<file path="src/rtl/keypad_scanner.sv">
// keypad_scanner: scans a 4x4 active-low matrix keypad and emits debounced hex key codes
module keypad_scanner #(
  parameter int SCAN_CYCLES     = 1000,
  parameter int DEBOUNCE_CYCLES = 240000
) (
  input  logic       clk,
  input  logic       reset,
  input  logic [3:0] rows,
  output logic [3:0] cols,
  output logic [3:0] key,
  output logic       key_valid,
  output logic       key_held
);
  localparam int SW = SCAN_CYCLES > 1 ? $clog2(SCAN_CYCLES) : 1;
  localparam int DW = DEBOUNCE_CYCLES > 1 ? $clog2(DEBOUNCE_CYCLES) : 1;
  localparam logic [SW-1:0] S_LAST = SW'(SCAN_CYCLES - 1);
  localparam logic [DW-1:0] D_LAST = DW'(DEBOUNCE_CYCLES - 1);
  // nibble index is {row, column}: rows 1 2 3 A / 4 5 6 B / 7 8 9 C / E 0 F D
  localparam logic [63:0] KEY_MAP = 64'hDF0EC987B654A321;
  typedef enum logic [1:0] {SCAN, DEB_PRESS, HELD, DEB_RELEASE} state_t;
  state_t        state;
  logic [3:0]    rs_m, rs, pat, code;
  logic [1:0]    idx, row;
  logic [SW-1:0] scnt;
  logic [DW-1:0] dcnt;
  assign cols = ~(4'b0001 << idx);
  always_comb begin
    row  = !pat[0] ? 2'd0 : !pat[1] ? 2'd1 : !pat[2] ? 2'd2 : 2'd3;
    code = KEY_MAP[{row, idx, 2'b00} +: 4];
  end
  always_ff @(posedge clk or negedge reset) begin
    if (!reset) begin
      state     <= SCAN;
      rs_m      <= 4'hF;
      rs        <= 4'hF;
      pat       <= 4'hF;
      idx       <= 2'd0;
      scnt      <= '0;
      dcnt      <= '0;
      key       <= 4'h0;
      key_valid <= 1'b0;
      key_held  <= 1'b0;
    end else begin
      rs_m      <= rows;
      rs        <= rs_m;
      key_valid <= 1'b0;
      case (state)
        SCAN: begin
          if (scnt != S_LAST) scnt <= scnt + 1'b1;
          else begin
            scnt <= '0;
            dcnt <= '0;
            if (rs != 4'hF) begin
              pat   <= rs;
              state <= DEB_PRESS;
            end else idx <= idx + 1'b1;
          end
        end
        DEB_PRESS: begin
          if (rs != pat) begin
            state <= SCAN;
            idx   <= idx + 1'b1;
          end else if (dcnt == D_LAST) begin
            state     <= HELD;
            key       <= code;
            key_valid <= 1'b1;
            key_held  <= 1'b1;
          end else dcnt <= dcnt + 1'b1;
        end
        HELD: begin
          if (rs == 4'hF) begin
            dcnt  <= '0;
            state <= DEB_RELEASE;
          end
        end
        DEB_RELEASE: begin
          if (rs != 4'hF) dcnt <= '0;
          else if (dcnt == D_LAST) begin
            state    <= SCAN;
            key_held <= 1'b0;
            idx      <= idx + 1'b1;
          end else dcnt <= dcnt + 1'b1;
        end
        default: state <= SCAN;
      endcase
    end
  end
endmodule

</file>
<file path="config.mk">
export PLATFORM = sky130hd
export DESIGN_NAME = keypad_scanner
export DESIGN_NICKNAME = d
export VERILOG_FILES = /design/src/rtl/keypad_scanner.sv
export SDC_FILE = /design/constraint.sdc
export NUM_CORES = 1
export LEC_CHECK = 0
export ABC_AREA = 1
export ABC_CLOCK_PERIOD_IN_PS = 2200
export CAP_MARGIN = 0
export CELL_PAD_IN_SITES_DETAIL_PLACEMENT = 0
export CELL_PAD_IN_SITES_GLOBAL_PLACEMENT = 2
export CORE_ASPECT_RATIO = 1.2
export CORE_MARGIN = 5
export CORE_UTILIZATION = 35
export CTS_CLUSTER_SIZE = 28
export DETAILED_ROUTE_END_ITERATION = 8
export GPL_ROUTABILITY_DRIVEN = 1
export MAX_ROUTING_LAYER = met4
export PLACE_DENSITY_LB_ADDON = 0.1
export SYNTH_ARGS = -nofsm -noshare
export SYNTH_HDL_FRONTEND = slang
export SYNTH_SLANG_ARGS = --single-unit
</file>
<file path="constraint.sdc">
create_clock -name clk -period 2.2 [get_ports clk]
set_clock_uncertainty 0.05 [all_clocks]
set_input_delay 0.22 -clock clk [delete_from_list [all_inputs] [get_ports clk]]
set_output_delay 0.22 -clock clk [all_outputs]
set_load 0.005 [all_outputs]
</file>
==> results of run 1 <==
[synthesized netlist by cell type (2+ instances only)]
library cell	number	area [µm²]
sky130_fd_sc_hd__nand2_1	131	492
sky130_fd_sc_hd__inv_1	56	210
sky130_fd_sc_hd__nor2_1	39	146
sky130_fd_sc_hd__dfrtp_1	38	951
sky130_fd_sc_hd__nand3_1	33	165
sky130_fd_sc_hd__o21ai_0	23	115
sky130_fd_sc_hd__nand4_1	15	93.8
sky130_fd_sc_hd__o21ai_1	15	75.1
sky130_fd_sc_hd__ha_1	13	163
sky130_fd_sc_hd__dfstp_2	12	315
sky130_fd_sc_hd__a21oi_1	8	40.0
sky130_fd_sc_hd__nand2_2	6	37.5
sky130_fd_sc_hd__xor2_1	6	52.6
sky130_fd_sc_hd__nand2_4	5	56.3
sky130_fd_sc_hd__nor3_1	5	25.0
sky130_fd_sc_hd__o22ai_1	5	31.3
sky130_fd_sc_hd__buf_2	3	15.0
sky130_fd_sc_hd__nand3_2	3	30.0
sky130_fd_sc_hd__nor2_2	3	18.8
sky130_fd_sc_hd__nor2_4	3	33.8
sky130_fd_sc_hd__buf_6	2	22.5
sky130_fd_sc_hd__clkbuf_1	2	7.51
sky130_fd_sc_hd__inv_2	2	7.51
sky130_fd_sc_hd__nor2_8	2	40.0
sky130_fd_sc_hd__nor3_2	2	20.0
sky130_fd_sc_hd__xnor2_1	2	17.5
[final cells by class]
type | count | area [µm²] | share of cell area
Clock inverter | 3 | 28.8 | 0.00770
Timing Repair Buffer | 29 | 265 | 0.0710
Clock buffer | 5 | 68.8 | 0.0184
Inverter | 59 | 224 | 0.0599
Tap cell | 120 | 150 | 0.0402
Sequential cell | 50 | 1270 | 0.339
Multi-Input combinational cell | 328 | 1730 | 0.464
[power by group]
part | switching, mW | internal [mW]
clock | 0.355 | 0.239
combinational | 0.0284 | 0.0152
sequential | 0.00375 | 0.932
[worst max-delay path: stages (launching register included)]
cell	delay (ns)
sky130_fd_sc_hd__dfrtp_1	0.48
sky130_fd_sc_hd__inv_1	0.14
sky130_fd_sc_hd__ha_1	0.22
sky130_fd_sc_hd__inv_1	0.08
sky130_fd_sc_hd__clkdlybuf4s50_1	0.50
[cell families (layout without fill, tap and decap cells)]
family,Yosys count,count (layout)
compound gates,56,56
flops,50,50
simple gates,251,251
fa+ha+maj,13,13
buf+inv,67,96
xor+xnor,8,8
[stage by stage]
| step | power (mW) | setup WS (ns) | hold slack [ns] |
|---|---|---|---|
| after detailed placement | 0.998 | 0.318 | 0.192 |
| after global placement | 0.998 | 0.333 | 0.187 |
| final | 1.57 | 0.180 | 0.237 |
| after global routing | 1.65 | 0.0717 | 0.220 |
| after CTS | 1.61 | 0.148 | 0.220 |
| after floorplan | 0.963 | 0.482 | -0.126 |
[sequential cells by signal, summed over array words and instances (netlist names), named ones only]
signal	cells
key_valid	1
idx	2
key_held	1
scnt	10
dcnt	18
rs_m	4
state	1
rs	4
pat	4
key	4
[worst max-delay path by stage]
stage | from | to | slack [ns] | cells past startpoint
after floorplan | flip-flop | idx[0] | 0.48 | 8
after global placement | rs[2] | state[0] | 0.33 | 8
after detailed placement | rs[2] | state[0] | 0.32 | 8
after CTS | idx[0] | cols[0] | 0.15 | 4
after global routing | idx[0] | cols[0] | 0.07 | 4
final | idx[0] | cols[0] | 0.18 | 4
[metal layers]
metal  global-route usage  vias to the layer above
met5                    -                        -
met4               0.0537                        0
met3               0.0241                        9
met2                0.289                       38
met1                0.179                     1329
li1                     -                     1488
[timing repair]
action / CTS / global route
hold buffers: 1 / 0
resized for setup: 0 / 0
setup buffers: 0 / 0
hold endpoints to repair: 38 / 0
==> results by group, run 1 <==
Global routing
  – Maximum number of pins on one net before global-route repair: 51
  – Final global-route overflow total: 0
  – Number of antenna violations at the first check in global routing: 0
  – Number of global-route vias before repair: 2897
  – Global-route wire length before repair: 14000 µm
  – All-layer global routing usage: 0.159

Detailed routing
  – Pre-antenna DRT Iters: 4
  – Total vias in the final route: 2864
  – Met2 routed WL: 4220 µm
  – Average wire length per cell after detail routing: 13.9 µm
  – Length of routed met3 wiring: 237 µm
  – Top layer used by detailed routing: met4
  – M1 wire length: 3670 µm
  – Overall routed net length: 8270 µm
  – Remaining antenna violation count after routing: 0
  – Iteration-0 DRC count of the detailed router: 131
  – Via density per instance: 4.82
  – DRC Markers: 0

Worst setup path
  – Kind of start point of the critical path: flip-flop
  – Arrival time at the worst endpoint: 1.75 ns
  – Length in cells of the worst reg-to-reg path: 9
  – Category of the critical setup timing path: flip-flop to output pin
  – Flop2flop setup slack: 0.36 ns
  – Destination of the worst register-to-register timing path: dcnt[13]
  – Crit path capture type: output pin
  – Maximum fanout count along the critical path: 7
  – Required time at the worst-slack endpoint: 1.93 ns
  – Origin of the critical flop-to-flop path: rs[2]

Synth
  – Post-synthesis cell type count: 37
  – Synth warnings: 0
  – Dominant combinational cell family by area after synthesis: simple AND/OR/NAND/NOR gates
  – Number of nets produced by synthesis: 464
  – Xor and xnor fraction of the mapped netlist area: 0.0214
  – Number of instances in the synthesized netlist: 445
  – Share of the yosys chip area belonging to registers: 0.386
  – Area share of and/or/nand/nor cells after synthesis: 0.367
  – Share of flip-flops with an asynchronous set or reset after synthesis: 1.00
  – Netlist area before placement: 3280 µm²
  – Flip-flop cell with the highest count after synthesis: sky130_fd_sc_hd__dfrtp_1
  – Post-synth EDFFs: 0
  – Register bit total from synthesis: 50
  – Syn avg cell area: 7.36 µm²
  – Synth Area in Compound Gates: 0.0916
  – Arithmetic-cell share of the synthesized area counting full adders, half adders and majority gates: 0.0496
  – Post-synthesis mux area share: 0

Finish
  – Area growth, synth to finish: 14.1%
  – Commonest cells after routing, fill and taps aside: sky130_fd_sc_hd__nand2_1 (131), sky130_fd_sc_hd__inv_1 (56), sky130_fd_sc_hd__nor2_1 (39)
  – NumNets Final: 492
  – Fin area: 3740 µm²
  – Leading cell type in the layout, fill and taps excluded: sky130_fd_sc_hd__nand2_1
  – Share of layout cells above drive strength 1: 0.135
  – Post-layout instance count excluding filler cells: 594
  – Number of antenna cells inserted: 0
  – Fillers: 1002
  – Final standard cell utilization of the core: 0.412

Hold path
  – Worst hold path stage count: 1
  – Min-Delay Endpoint: rs_m[1]
  – Tightest Hold Check Type: input pin to flip-flop
  – Worst Min Path Start: rows[1]

Flow run
  – Max Cap Violations: 0

Floorplanning
  – Width of the die: 98.3 µm
  – Vertical extent of the die: 116 µm
  – Num ports: 16
  – Placeable core area: 9080 µm²
  – Effective utilization at floorplan: 0.361
  – Cell Rows: 38
  – Area of the die: 11400 µm²

Power
  – Peak ir drop on the vdd network: 0.314 mV
  – Reported leakage power: 1.78 nW
  – Power per cell area: 421 nW/µm²

STA
  – Slew @ Worst Pin: 0.529 ns
  – Setup violations, final: 0
  – RSZ-0062 raised after global routing: false
  – Achievable frequency: 0.495 GHz
  – Relative slew slack: 0.647
  – Count of final max-slew check failures: 0
  – Final worst-path cycle share: 0.918
  – Shortest period the worst path allows: 2.02 ns
  – Setup TNS Final: 0 ns
  – Final number of hold-violating endpoints: 0

CTS
  – CTS root buffer: sky130_fd_sc_hd__clkbuf_8
  – Largest buffer count on any clock path: 2
  – Number of buffers added by the clock tree synthesis step: 5
  – CTS tree: done
  – Reg clk slew, reported paths: 0.11 ns
  – Clock sink count: 50
  – Clock latency reported for the late side of the worst-skew pair: 0.32 ns
  – H-tree levels: 2

Placed design
  – Placed Instances: 585
  – Final HPWL from detailed placement: 6370 µm
  – Placement-stage cell area: 3630 µm²
  – Final RePlAce weighted congestion: 0.895
  – Number of I/O port buffers: 15

Outcome
  – Outcome: complete, no violations
Note: power is estimated with default switching activity, not from simulation.
==> run 2: changes to the inputs <==
--- a/config.mk
+++ b/config.mk
@@ -12,7 +12,8 @@
 export CELL_PAD_IN_SITES_GLOBAL_PLACEMENT = 2
 export CORE_ASPECT_RATIO = 1.2
 export CORE_MARGIN = 5
-export CORE_UTILIZATION = 35
+export CORE_UTILIZATION = 37
+export CTS_BUF_LIST = sky130_fd_sc_hd__clkbuf_2
 export CTS_CLUSTER_SIZE = 28
 export DETAILED_ROUTE_END_ITERATION = 8
 export GPL_ROUTABILITY_DRIVEN = 1
==> results by group, run 2 (synthesized netlist as in run 1, its figures left out) <==
Outcome
  – Outcome: complete, no violations (unchanged)

Detailed routing
  – Remaining antenna violation count after routing: 0 (unchanged)
  – Overall routed net length: 7960 µm (was 8270 µm)
  – Pre-antenna DRT Iters: 5 (was 4)
  – Average wire length per cell after detail routing: 13.5 µm (was 13.9 µm)
  – Iteration-0 DRC count of the detailed router: 136 (was 131)
  – Total vias in the final route: 2855 (was 2864)
  – DRC Markers: 0 (unchanged)
  – Via density per instance: 4.83 (was 4.82)

Worst setup path
  – Maximum fanout count along the critical path: 6 (was 7)
  – Crit path capture type: output pin (unchanged)
  – Cell chain of the critical path: inv_1 > ha_1 > inv_1 > clkdlybuf4s50_1 (unchanged)
  – Category of the critical setup timing path: flip-flop to output pin (unchanged)
  – Most frequent cell on the critical path: sky130_fd_sc_hd__inv_1 (unchanged)
  – Kind of start point of the critical path: flip-flop (unchanged)
  – Required time at the worst-slack endpoint: 1.93 ns (about the same)
  – Longest individual stage delay on the worst path: 0.50 ns (about the same)
  – Flop2flop setup slack: 0.27 ns (was 0.36 ns)
  – Cell at the slowest stage of the critical path: sky130_fd_sc_hd__clkdlybuf4s50_1 (unchanged)
  – Arrival time at the worst endpoint: 1.80 ns (was 1.75 ns)

Global routing
  – Global-route wire length before repair: 13300 µm (was 14000 µm)
  – Number of global-route vias before repair: 2689 (was 2897)
  – All-layer global routing usage: 0.162 (was 0.159)
  – Maximum number of pins on one net before global-route repair: 29 (was 51)
  – Number of antenna violations at the first check in global routing: 0 (unchanged)
  – Final global-route overflow total: 0 (unchanged)

STA
  – Count of final max-slew check failures: 0 (unchanged)
  – Relative slew slack: 0.633 (was 0.647)
  – Shortest period the worst path allows: 2.07 ns (was 2.02 ns)
  – Setup violations, final: 0 (unchanged)
  – Achievable frequency: 0.484 GHz (was 0.495 GHz)
  – Final number of hold-violating endpoints: 0 (unchanged)
  – Slew @ Worst Pin: 0.551 ns (was 0.529 ns)
  – RSZ-0062 raised after global routing: false (unchanged)
  – Post-layout worst setup margin: 0.134 ns (was 0.180 ns)
  – Final worst-path cycle share: 0.939 (was 0.918)
  – Setup TNS Final: 0 ns (unchanged)

Finish
  – Number of antenna cells inserted: 0 (unchanged)
  – Leading cell type in the layout, fill and taps excluded: sky130_fd_sc_hd__nand2_1 (unchanged)
  – Share of layout cells above drive strength 1: 0.133 (was 0.135)
  – Register ranked first by flip-flop count: dcnt (unchanged)
  – Commonest cells after routing, fill and taps aside: sky130_fd_sc_hd__nand2_1 (131), sky130_fd_sc_hd__inv_1 (55), sky130_fd_sc_hd__nor2_1 (39) (was sky130_fd_sc_hd__nand2_1 (131), sky130_fd_sc_hd__inv_1 (56), sky130_fd_sc_hd__nor2_1 (39))
  – Number of flip-flops under the largest register name: 18 (unchanged)
  – Fillers: 905 (was 1002)
  – Top flop regs: dcnt x18, scnt x10 (unchanged)
  – Area growth, synth to finish: 13.0% (was 14.1%)
  – NumNets Final: 492 (unchanged)

CTS
  – Number of buffers added by the clock tree synthesis step: 5 (unchanged)
  – H-tree levels: 2 (unchanged)
  – Largest buffer count on any clock path: 2 (unchanged)
  – CTS root buffer: sky130_fd_sc_hd__clkbuf_2 (was sky130_fd_sc_hd__clkbuf_8)
  – Clock latency reported for the late side of the worst-skew pair: 0.49 ns (was 0.32 ns)
  – Clock sink count: 50 (unchanged)
  – CTS tree: done (unchanged)
  – Reg clk slew, reported paths: 0.32 ns (was 0.11 ns)

Floorplanning
  – Vertical extent of the die: 113 µm (was 116 µm)
  – Placeable core area: 8610 µm² (was 9080 µm²)
  – Area of the die: 10800 µm² (was 11400 µm²)
  – Num ports: 16 (unchanged)
  – Width of the die: 95.9 µm (was 98.3 µm)
  – Cell Rows: 37 (was 38)
  – Effective utilization at floorplan: 0.381 (was 0.361)

Flow run
  – Max Cap Violations: 0 (unchanged)

Hold path
  – Tightest Hold Check Type: input pin to async pin (was input pin to flip-flop)

Power
  – Peak ir drop on the vdd network: 0.193 mV (was 0.314 mV)
  – Power per cell area: 390 nW/µm² (was 421 nW/µm²)
  – Reported leakage power: 1.77 nW (was 1.78 nW)

Placed design
  – Number of I/O port buffers: 15 (unchanged)
  – Final HPWL from detailed placement: 5990 µm (was 6370 µm)
  – Setup slack after placement: 0.279 ns (was 0.318 ns)
  – Final RePlAce weighted congestion: 0.860 (was 0.895)
-- run 2: routing by layer --
metal / GRT usage / wire length, µm / vias up
met4: 0.0541 / 93 / 0
met3: 0.0239 / 220 / 7
li1: - / - / 1481
met1: 0.218 / 3920 / 1327
met5: - / 0 / -
met2: 0.247 / 3730 / 40
-- run 2: cell type report --
class	count	area (µm²)	share of cell area
Inverter	59	224	0.0605
Multi-Input combinational cell	328	1730	0.468
Tap cell	117	146	0.0395
Sequential cell	50	1270	0.343
Clock inverter	3	26.3	0.00710
Clock buffer	5	25.0	0.00676
Timing Repair Buffer	29	278	0.0750
-- run 2: final timing paths --
check | startpoint | to | cells after the start
worst min register to register | rs_m[2] | rs[2] | 0
max in group asynchronous | reset | pat[0] | 3
worst max-delay path | idx[1] | cols[1] | 4
min in group clk | rs_m[2] | rs[2] | 0
worst max register to register | state[0] | dcnt[13] | 10
worst min-delay path | reset | scnt[9] | 2
-- run 2: critical path: cells and delay by family (launching register included) --
kind,cells,cell delay [ns]
fa+ha+maj,1,0.18
flops,1,0.49
buf+inv,3,0.66
-- run 2: where the power goes --
part	internal (mW)	total (mW)	switching (mW)
combinational	0.0203	0.0507	0.0304
clock	0.0909	0.451	0.360
sequential	0.936	0.941	0.00423
-- run 2: timing repair --
item,in CTS,in global routing
endpoints found under the hold margin,31,0
hold buffers,5,0
pin swaps,0,0
gates resized for setup,1,3
setup endpoints to repair,2,3
setup buffers,1,0
-- run 2: through the flow --
step	total power [mW]	instance area, µm²	utilization	hold WS, ns	std cells
2_1_floorplan	0.963	3280	-	-0.126	445
3_3_place_gp	0.998	3590	0.417	0.176	577
3_5_place_dp	0.999	3590	0.417	0.189	577
4_1_cts	1.47	3700	0.430	0.116	591
5_1_grt	1.50	3700	0.430	0.145	591
6_report	1.44	3700	0.430	0.136	591
